## config.mk

```make
export PLATFORM = sky130hd
export DESIGN_NAME = xgmii_rx_deframer
export DESIGN_NICKNAME = d
export VERILOG_FILES = /design/src/rtl/xgmii_rx_deframer.sv
export SDC_FILE = /design/constraint.sdc
export NUM_CORES = 1
export LEC_CHECK = 0
export CAP_MARGIN = 20
export CORE_ASPECT_RATIO = 1.1
export CORE_MARGIN = 2
export CORE_UTILIZATION = 55
export CTS_CLUSTER_SIZE = 8
export DETAILED_ROUTE_END_ITERATION = 16
export GPL_TIMING_DRIVEN = 1
export PLACE_DENSITY = 0.85
export SLEW_MARGIN = 10
export SYNTH_ARGS = -nofsm -noshare
export SYNTH_HDL_FRONTEND = slang
export SYNTH_SLANG_ARGS = --single-unit
```

## constraint.sdc

```tcl
create_clock -name rx_clk -period 7 [get_ports rx_clk]
set_clock_uncertainty 0.15 [all_clocks]
set_input_delay 1.05 -clock rx_clk [delete_from_list [all_inputs] [get_ports rx_clk]]
set_output_delay 1.05 -clock rx_clk [all_outputs]
set_load 0.005 [all_outputs]
```

## src/rtl/xgmii_rx_deframer.sv

```systemverilog
// rtl/xgmii_rx_deframer.sv - XGMII receive deframer: start/preamble strip, payload beats, frame status and counters
module xgmii_rx_deframer #(
   parameter int MAX_FRM_LEN = 512
) (
   input  logic        rx_clk,
   input  logic        rx_rst,
   input  logic [63:0] xge_rxd_i,
   input  logic [7:0]  xge_rxc_i,
   output logic [63:0] rx_data_o,
   output logic        rx_valid_o,
   output logic        rx_sop_o,
   output logic        rx_eop_o,
   output logic [2:0]  rx_mod_o,
   output logic        rx_err_o,
   output logic        frm_done_o,
   output logic [15:0] frm_len_o,
   output logic [15:0] frm_cnt_o,
   output logic [15:0] err_cnt_o
);

   localparam logic [7:0]  C_START    = 8'hFB;
   localparam logic [7:0]  C_TERM     = 8'hFD;
   localparam logic [63:0] START_WORD = 64'hD555_5555_5555_55FB;
   localparam logic [16:0] MAX_LEN    = 17'(MAX_FRM_LEN);

   typedef enum logic [1:0] {RX_IDLE, RX_DATA, RX_DROP} state_t;

   state_t      state_q;
   logic [63:0] hold_q;
   logic        hold_vld_q;
   logic        first_q;
   logic        pend_q;
   logic        pend_sop_q;
   logic [2:0]  pend_mod_q;
   logic [15:0] cnt_q;

   logic [63:0] rx_data_q;
   logic        rx_valid_q, rx_sop_q, rx_eop_q, rx_err_q, frm_done_q;
   logic [2:0]  rx_mod_q;
   logic [15:0] frm_len_q, frm_cnt_q, err_cnt_q;

   logic        start_ok, start_l0, has_ctl, term_first, any_term;
   logic        w_full, w_term;
   logic [2:0]  ctl_lane;
   logic [7:0]  ctl_byte;
   logic [63:0] part_data;
   logic [16:0] cnt_full_d, cnt_part_d;

   assign rx_data_o  = rx_data_q;
   assign rx_valid_o = rx_valid_q;
   assign rx_sop_o   = rx_sop_q;
   assign rx_eop_o   = rx_eop_q;
   assign rx_mod_o   = rx_mod_q;
   assign rx_err_o   = rx_err_q;
   assign frm_done_o = frm_done_q;
   assign frm_len_o  = frm_len_q;
   assign frm_cnt_o  = frm_cnt_q;
   assign err_cnt_o  = err_cnt_q;

   function automatic logic [15:0] sat_inc(input logic [15:0] v);
      return (v == 16'hFFFF) ? v : v + 16'd1;
   endfunction

   // Classify the incoming word: start word, lowest control lane, terminate position and length limits
   always_comb begin
      start_ok = (xge_rxc_i == 8'h01) && (xge_rxd_i == START_WORD);
      start_l0 = xge_rxc_i[0] && (xge_rxd_i[7:0] == C_START);
      has_ctl  = |xge_rxc_i;
      ctl_lane = 3'd0;
      for (int k = 7; k >= 0; k--) begin
         if (xge_rxc_i[k]) ctl_lane = 3'(k);
      end
      ctl_byte   = xge_rxd_i[{ctl_lane, 3'b000} +: 8];
      term_first = has_ctl && (ctl_byte == C_TERM);
      any_term   = 1'b0;
      part_data  = '0;
      for (int k = 0; k < 8; k++) begin
         if (xge_rxc_i[k] && (xge_rxd_i[8*k +: 8] == C_TERM)) any_term = 1'b1;
         if (k < int'(ctl_lane)) part_data[8*k +: 8] = xge_rxd_i[8*k +: 8];
      end
      cnt_full_d = {1'b0, cnt_q} + 17'd8;
      cnt_part_d = {1'b0, cnt_q} + {14'd0, ctl_lane};
      w_full     = !has_ctl && (cnt_full_d <= MAX_LEN);
      w_term     = term_first && (cnt_part_d <= MAX_LEN);
   end

   // Frame FSM, one-word hold pipeline, registered beat/status outputs and saturating counters
   always_ff @(posedge rx_clk) begin
      if (rx_rst) begin
         state_q    <= RX_IDLE;
         hold_q     <= '0;
         hold_vld_q <= 1'b0;
         first_q    <= 1'b0;
         pend_q     <= 1'b0;
         pend_sop_q <= 1'b0;
         pend_mod_q <= '0;
         cnt_q      <= '0;
         rx_data_q  <= '0;
         rx_valid_q <= 1'b0;
         rx_sop_q   <= 1'b0;
         rx_eop_q   <= 1'b0;
         rx_mod_q   <= '0;
         rx_err_q   <= 1'b0;
         frm_done_q <= 1'b0;
         frm_len_q  <= '0;
         frm_cnt_q  <= '0;
         err_cnt_q  <= '0;
      end else begin
         rx_data_q  <= '0;
         rx_valid_q <= 1'b0;
         rx_sop_q   <= 1'b0;
         rx_eop_q   <= 1'b0;
         rx_mod_q   <= '0;
         rx_err_q   <= 1'b0;
         frm_done_q <= 1'b0;

         // A partial last word held from the previous cycle completes regardless of the new input
         if (pend_q) begin
            rx_valid_q <= 1'b1;
            rx_data_q  <= hold_q;
            rx_sop_q   <= pend_sop_q;
            rx_eop_q   <= 1'b1;
            rx_mod_q   <= pend_mod_q;
            frm_done_q <= 1'b1;
            frm_len_q  <= cnt_q;
            frm_cnt_q  <= sat_inc(frm_cnt_q);
            pend_q     <= 1'b0;
         end

         case (state_q)
            RX_IDLE: begin
               if (start_ok) begin
                  state_q    <= RX_DATA;
                  cnt_q      <= '0;
                  first_q    <= 1'b1;
                  hold_vld_q <= 1'b0;
               end else if (start_l0) begin
                  err_cnt_q <= sat_inc(err_cnt_q);
               end
            end
            RX_DATA: begin
               if (w_full) begin
                  if (hold_vld_q) begin
                     rx_valid_q <= 1'b1;
                     rx_data_q  <= hold_q;
                     rx_sop_q   <= first_q;
                     first_q    <= 1'b0;
                  end
                  hold_q     <= xge_rxd_i;
                  hold_vld_q <= 1'b1;
                  cnt_q      <= cnt_full_d[15:0];
               end else if (w_term && (ctl_lane == 3'd0)) begin
                  frm_done_q <= 1'b1;
                  frm_len_q  <= cnt_q;
                  state_q    <= RX_IDLE;
                  hold_vld_q <= 1'b0;
                  if (hold_vld_q) begin
                     rx_valid_q <= 1'b1;
                     rx_data_q  <= hold_q;
                     rx_sop_q   <= first_q;
                     rx_eop_q   <= 1'b1;
                     frm_cnt_q  <= sat_inc(frm_cnt_q);
                  end else begin
                     rx_err_q  <= 1'b1;
                     err_cnt_q <= sat_inc(err_cnt_q);
                  end
               end else if (w_term) begin
                  if (hold_vld_q) begin
                     rx_valid_q <= 1'b1;
                     rx_data_q  <= hold_q;
                     rx_sop_q   <= first_q;
                  end
                  hold_q     <= part_data;
                  pend_q     <= 1'b1;
                  pend_mod_q <= ctl_lane;
                  pend_sop_q <= first_q && !hold_vld_q;
                  first_q    <= 1'b0;
                  cnt_q      <= cnt_part_d[15:0];
                  state_q    <= RX_IDLE;
                  hold_vld_q <= 1'b0;
               end else begin
                  frm_done_q <= 1'b1;
                  rx_err_q   <= 1'b1;
                  frm_len_q  <= cnt_q;
                  err_cnt_q  <= sat_inc(err_cnt_q);
                  state_q    <= RX_DROP;
                  hold_vld_q <= 1'b0;
                  if (hold_vld_q) begin
                     rx_valid_q <= 1'b1;
                     rx_data_q  <= hold_q;
                     rx_sop_q   <= first_q;
                     rx_eop_q   <= 1'b1;
                  end
               end
            end
            RX_DROP: begin
               if (any_term || start_ok) state_q <= RX_IDLE;
            end
            default: state_q <= RX_IDLE;
         endcase
      end
   end

endmodule

```

== Yosys cells after proc, flatten, opt, wreduce, memory -nomap -nowiden ==
Index checks and enable logic that the tools add are counted.
Widths: inputs -> output; s select.
Cells by class
  eq/ne operators: 27
  order comparisons: 9
  reduce and logical (&&, ||, !) cells: 33
  shift operators: 1
  $add $sub $neg: 4
  multiplexer cells: 86
  bitwise gates (word level): 4
Operators by type and width (count)
  $mux 64: 6
  $mux 16: 22
  $eq 8x8->1 const B: 10
  $eq 64x64->1 const B: 1
  $pmux 16 s2: 2
  $shiftx 64x7->8: 1
  $mux 8: 7
  $le 17x10->1 const B: 2
  $mux 1: 33
  $add 16x1->16 const B: 2
  $eq 16x16->1 const B: 2
  $mux 3: 8
  $add 16x3->17: 1
  $add 16x4->17 const B: 1
  $logic_and 1x1->1: 15
  $ne 3x3->1 const B: 5
  $ne 2x2->1 const B: 6
  $mux 2: 5
  $lt 3x3->1 const A: 3
  $eq 8x1->1 const B: 1
  $reduce_and 4->1: 2
  $reduce_or 8->1: 1
  $lt 1x3->1 const A: 2
  $lt 2x3->1 const A: 2
  other kinds (17): 24
Storage, ports and cells
  input port bits: 74
  logic and storage cells: 182
  flip-flop bits (word level): 209

== Longest topological paths before layout ==
  depth in word-level cells: 16
  mapped depth: 19
  mapped depth without buffers: 16

== Worst setup path after synthesis ==
No wires, ideal clock.
  kind: input-to-reg
  start point: input port xge_rxc_i[4]
  end point: register frm_cnt_q[14] (netlist: frm_cnt_o[14])
  data arrival time: 4.453 ns
  setup slack: 2.281 ns
  library setup time: 0.116 ns
  cell stages on the path: 17
  data required time: 6.734 ns
  path through: nor3_1 > o21a_1 > nor2_4 > inv_2 > ha_1 > inv_1 > fa_1 > nor2b_1 > o21ai_0 > xor2_1 > nand4b_1 > o31a_1 > nor4_4 > buf_6 > a22oi_2 > or4_1 > o211a_1
On the way
  word-level cells in the longest chain between the ends: 13
  elaborated cells on any way between the ends: 19
  classes of those cells: 1 x add/sub; 1 x order compare; 1 x eq/ne; 1 x shift; 8 x mux; 7 x reduce/logical
RTL lines
  from (decl): line 8  | input logic [7:0] xge_rxc_i,
  $mux 3 * (5 in a row): line 71  | if (xge_rxc_i[k]) ctl_lane = 3'(k);
  via ctl_lane[0]: line 44  | logic [2:0] ctl_lane;
  branches (longest 4 deep; another with $add 16x3->17)
  $logic_and 1x1->1 *: line 152  | end else if (w_term && (ctl_lane == 3'd0)) begin
  $mux 16 *: line 152
  $mux 16 *: line 142  | if (w_full) begin
  $mux 16 *: line 130  | case (state_q)
  to (signal assigned): line 126  | frm_cnt_q <= sat_inc(frm_cnt_q);
  to (signal assigned): line 162  | frm_cnt_q <= sat_inc(frm_cnt_q);
  to (decl): line 40  | logic [15:0] frm_len_q, frm_cnt_q, err_cnt_q;
Mark *: on every way through the listed nets, which the timed path passes.
A chain may end at the register's enable or synchronous reset.

== Worst setup path after layout ==
  start point: input port xge_rxc_i[4]
  end point: register frm_cnt_q[11] (netlist: frm_cnt_o[11])
The elaborated chain is that of the path after synthesis.

==> flow_summary.json <==
{
  "status": "finished, final reports clean",
  "fin_nets": 1306,
  "hold_viol": 0,
  "worstMarginPinSlew_ps": 1030,
  "fin_cells": 1430,
  "grtUsageTotal_pct": 28.6,
  "clk_latency_ps": 550,
  "ant_nets": 0,
  "viasPerCell": 5.93,
  "r2r_end": "frm_cnt_o[11]",
  "min_path_cells": 2,
  "critPathMaxFanout": 22,
  "wl_per_cell_um": 18.4,
  "port_buffers": 193,
  "end_kind": "flip-flop",
  "wirelength_mm": 26.3,
  "vias": 8483,
  "grt_pass1_vias": 7873,
  "finalSetupViolations": 0,
  "place_congestion": 0.927,
  "fin_crit_ps": 5840,
  "r2r_slack_ps": 2610,
  "drtIter0Drc": 645,
  "antenna_found_initial": 0,
  "fill_cells": 1189,
  "grt_pass1_wl_mm": 41.3,
  "holdBufCountCts": 0,
  "reg2reg_depth": 11,
  "dp_hpwl_mm": 18.6,
  "p_per_area_nw_per_um2": 214,
  "grt_setup_unrepaired": "no",
  "clk_pin_slew_worst_paths_ps": 50,
  "synth_seq_cells": 209,
  "reg2reg_from": "cnt_q[4]",
  "core_um2": 16200,
  "crit_type": "in -> reg",
  "root_buffer": "clkbuf_16",
  "slew_headroom_pct": 31.2,
  "critPathLaunch": "xge_rxc_i[4]",
  "clock.fmax_mhz": 171,
  "io-pin-count": 194,
  "synth_edf_count": 0,
  "initial_core_util_pct": 55.9,
  "critPathRequiredTime_ps": 7320,
  "syn-instance-count": 1049,
  "crit_end": "frm_cnt_o[11]",
  "fp.dieArea_um2": 17600,
  "cap_violations": 0,
  "clock-sinks": 209,
  "syn-num-nets": 1130,
  "numCtsBuffers": 30,
  "ir_drop_mv": 0.200,
  "fin_total_pwr_uw": 2560,
  "syn_to_final_growth_pct": 31.4,
  "die_x_um": 127,
  "synth_cell_types": 77,
  "fp.dieH_um": 139,
  "synth_flop_cell": "dfxtp_1",
  "hp-class": "reg -> reg",
  "setup_slack_ps": 1160,
  "critPathLaunchType": "primary input",
  "drive_gt1_share_pct": 6.53,
  "yosysWarnings": 0,
  "htreeDepth": 1,
  "rows": 49,
  "final_max_slew_viol_count": 0,
  "cts_tree": "done",
  "synth_area_um2": 9090,
  "drtPass1Iterations": 5,
  "grt_start_max_net_pins": 63,
  "p_leak_uw": 0.00420,
  "async_reset_ff_share_pct": 0,
  "syn_avg_cell_area_um2": 8.67,
  "drc": 0,
  "ys_seq_area_share_pct": 46.0,
  "cts_resized": 0,
  "cts_buffer_depth": 3,
  "post-route-period-util_pct": 83.5,
  "diodes": 0,
  "fin_tns_setup_ps": 0,
  "post_cts_buffers": 0,
  "cp.arrival_ps": 6170,
  "grt_overflow": 0,
  "pre_cts_slack_ps": 715,
  "dpl.cell_count": 1395
}
==> synthesized netlist by cell type, drive strengths merged (3+ instances only) <==
cell    instances  area share, %
a211oi          7           0.69
a21boi          3           0.29
a21o            5           0.41
a21oi          51            2.8
a221oi          3           0.29
a31o            3           0.29
a31oi           6           0.58
a41oi           4           0.39
and2           78            5.4
and3           20            1.4
and4            6           0.58
and4b           4           0.44
buf            22            1.5
clkbuf         37            1.5
dfxtp         209             46
ha              6           0.83
inv            19           0.78
mux2            7           0.87
mux2i          22            2.4
nand2         111            4.6
nand2b          5           0.34
nand3          93            5.2
nand3b          9           0.74
nand4          21            1.4
nand4b          6           0.58
nor2           69            2.9
nor2b          14           0.96
nor3           20            1.1
nor4           14            1.4
nor4b           6           0.58
o211a           3           0.33
o211ai          8           0.66
o21a            6           0.50
o21ai          74            4.1
o22ai           4           0.28
o31ai           5           0.41
o41ai           4           0.39
or2             5           0.34
or3            11           0.76
or4             5           0.41
xnor2          13            1.3
xor2            5           0.48
==> cell families after synthesis <==
family,Yosys count,synth area share [%]
AO/OA/AOI/OAI,205,14.4
buffers and inverters,78,3.77
AND/OR/NAND/NOR,503,29.7
multiplexers,29,3.29
XOR/XNOR,18,1.73
adder cells (fa/ha/maj),7,1.05
flip-flops,209,46.0
==> cell type report <==
type                            instances  area [µm²]  area share [%]
Tap cell                              204         255            2.14
Inverter                               19        71.3           0.597
Sequential cell                       209        4180            35.0
Clock buffer                           31         754            6.32
Clock inverter                          2        38.8           0.325
Timing Repair Buffer                  203        2050            17.2
Multi-Input combinational cell        762        4590            38.4
==> metrics by stage <==
step	instance area (µm²)	hold WS, ps	util [%]
CTS	11900	296	73.3
floorplan	9090	277	-
finish	11900	294	73.5
detailed placement	11100	290	68.4
global route	11900	308	73.5
global placement	11100	282	68.3
==> worst min-delay path by stage <==
stage	startpoint	end	slack, ps
floorplan	pend_mod_q[2]	pend_mod_q[2]	280
global placement	hold_q[23]	rx_data_o[23]	280
CTS	hold_q[28]	hold_q[28]	300
global route	hold_q[28]	hold_q[28]	310
detailed placement	hold_q[28]	rx_data_o[28]	290
finish	hold_q[27]	hold_q[27]	290
==> cells in the final DEF (no fill, tap or decap), types with 6 or more instances in the layout <==
cell type        count
a21oi_1             50
and2_1              78
and3_1              20
and4_1               6
buf_4                6
clkbuf_16           30
clkdlybuf4s50_1    192
dfxtp_1            209
ha_1                 6
inv_1               17
mux2_2               7
mux2i_1             22
nand2_1            111
nand3_1             92
nand3b_1             9
nand4_1             21
nand4b_1             6
nor2_1              67
nor2b_1             14
nor3_1              20
nor4_1              11
nor4b_1              6
o211ai_1             8
o21a_1               6
o21ai_0             72
or3_1               11
xnor2_1             13
==> where the power goes <==
group,switching [µW],leakage (µW),internal [µW]
sequential,0.0210,0.00168,1190
combinational,74.6,0.00213,57.0
clock,485,0.000386,752
total,560,0.00420,2000
==> critical path, cell delays in order <==
cell and delay, ps:
clkdlybuf4s50_1 560, nor2_1 410, nand2_1 90, a21boi_1 430, inv_1 120, fa_1 480, nor2b_1 340, o21ai_0 170
nor4_1 260, nor3_1 90, o31a_1 330, nor4_4 660, buf_4 330, a31oi_4 230, or4_1 470, a21oi_1 150
==> metal layers <==
metal	share of wire (%)	track usage [%]	up-vias
met2	49	48.6	372
met1	42	37.8	4003
met3	7.2	4.01	50
met4	2.5	8.68	0
met5	0	0	-
li1	-	-	4058
==> flip-flops by register name (all words and copies together) (netlist names), 2 cells and up <==
signal / flops
cnt_q: 16
err_cnt_o: 16
frm_cnt_o: 16
frm_len_o: 16
hold_q: 64
pend_mod_q: 3
rx_data_o: 64
rx_mod_o: 3
state_q: 2
Power figures use the tool's default switching activity.
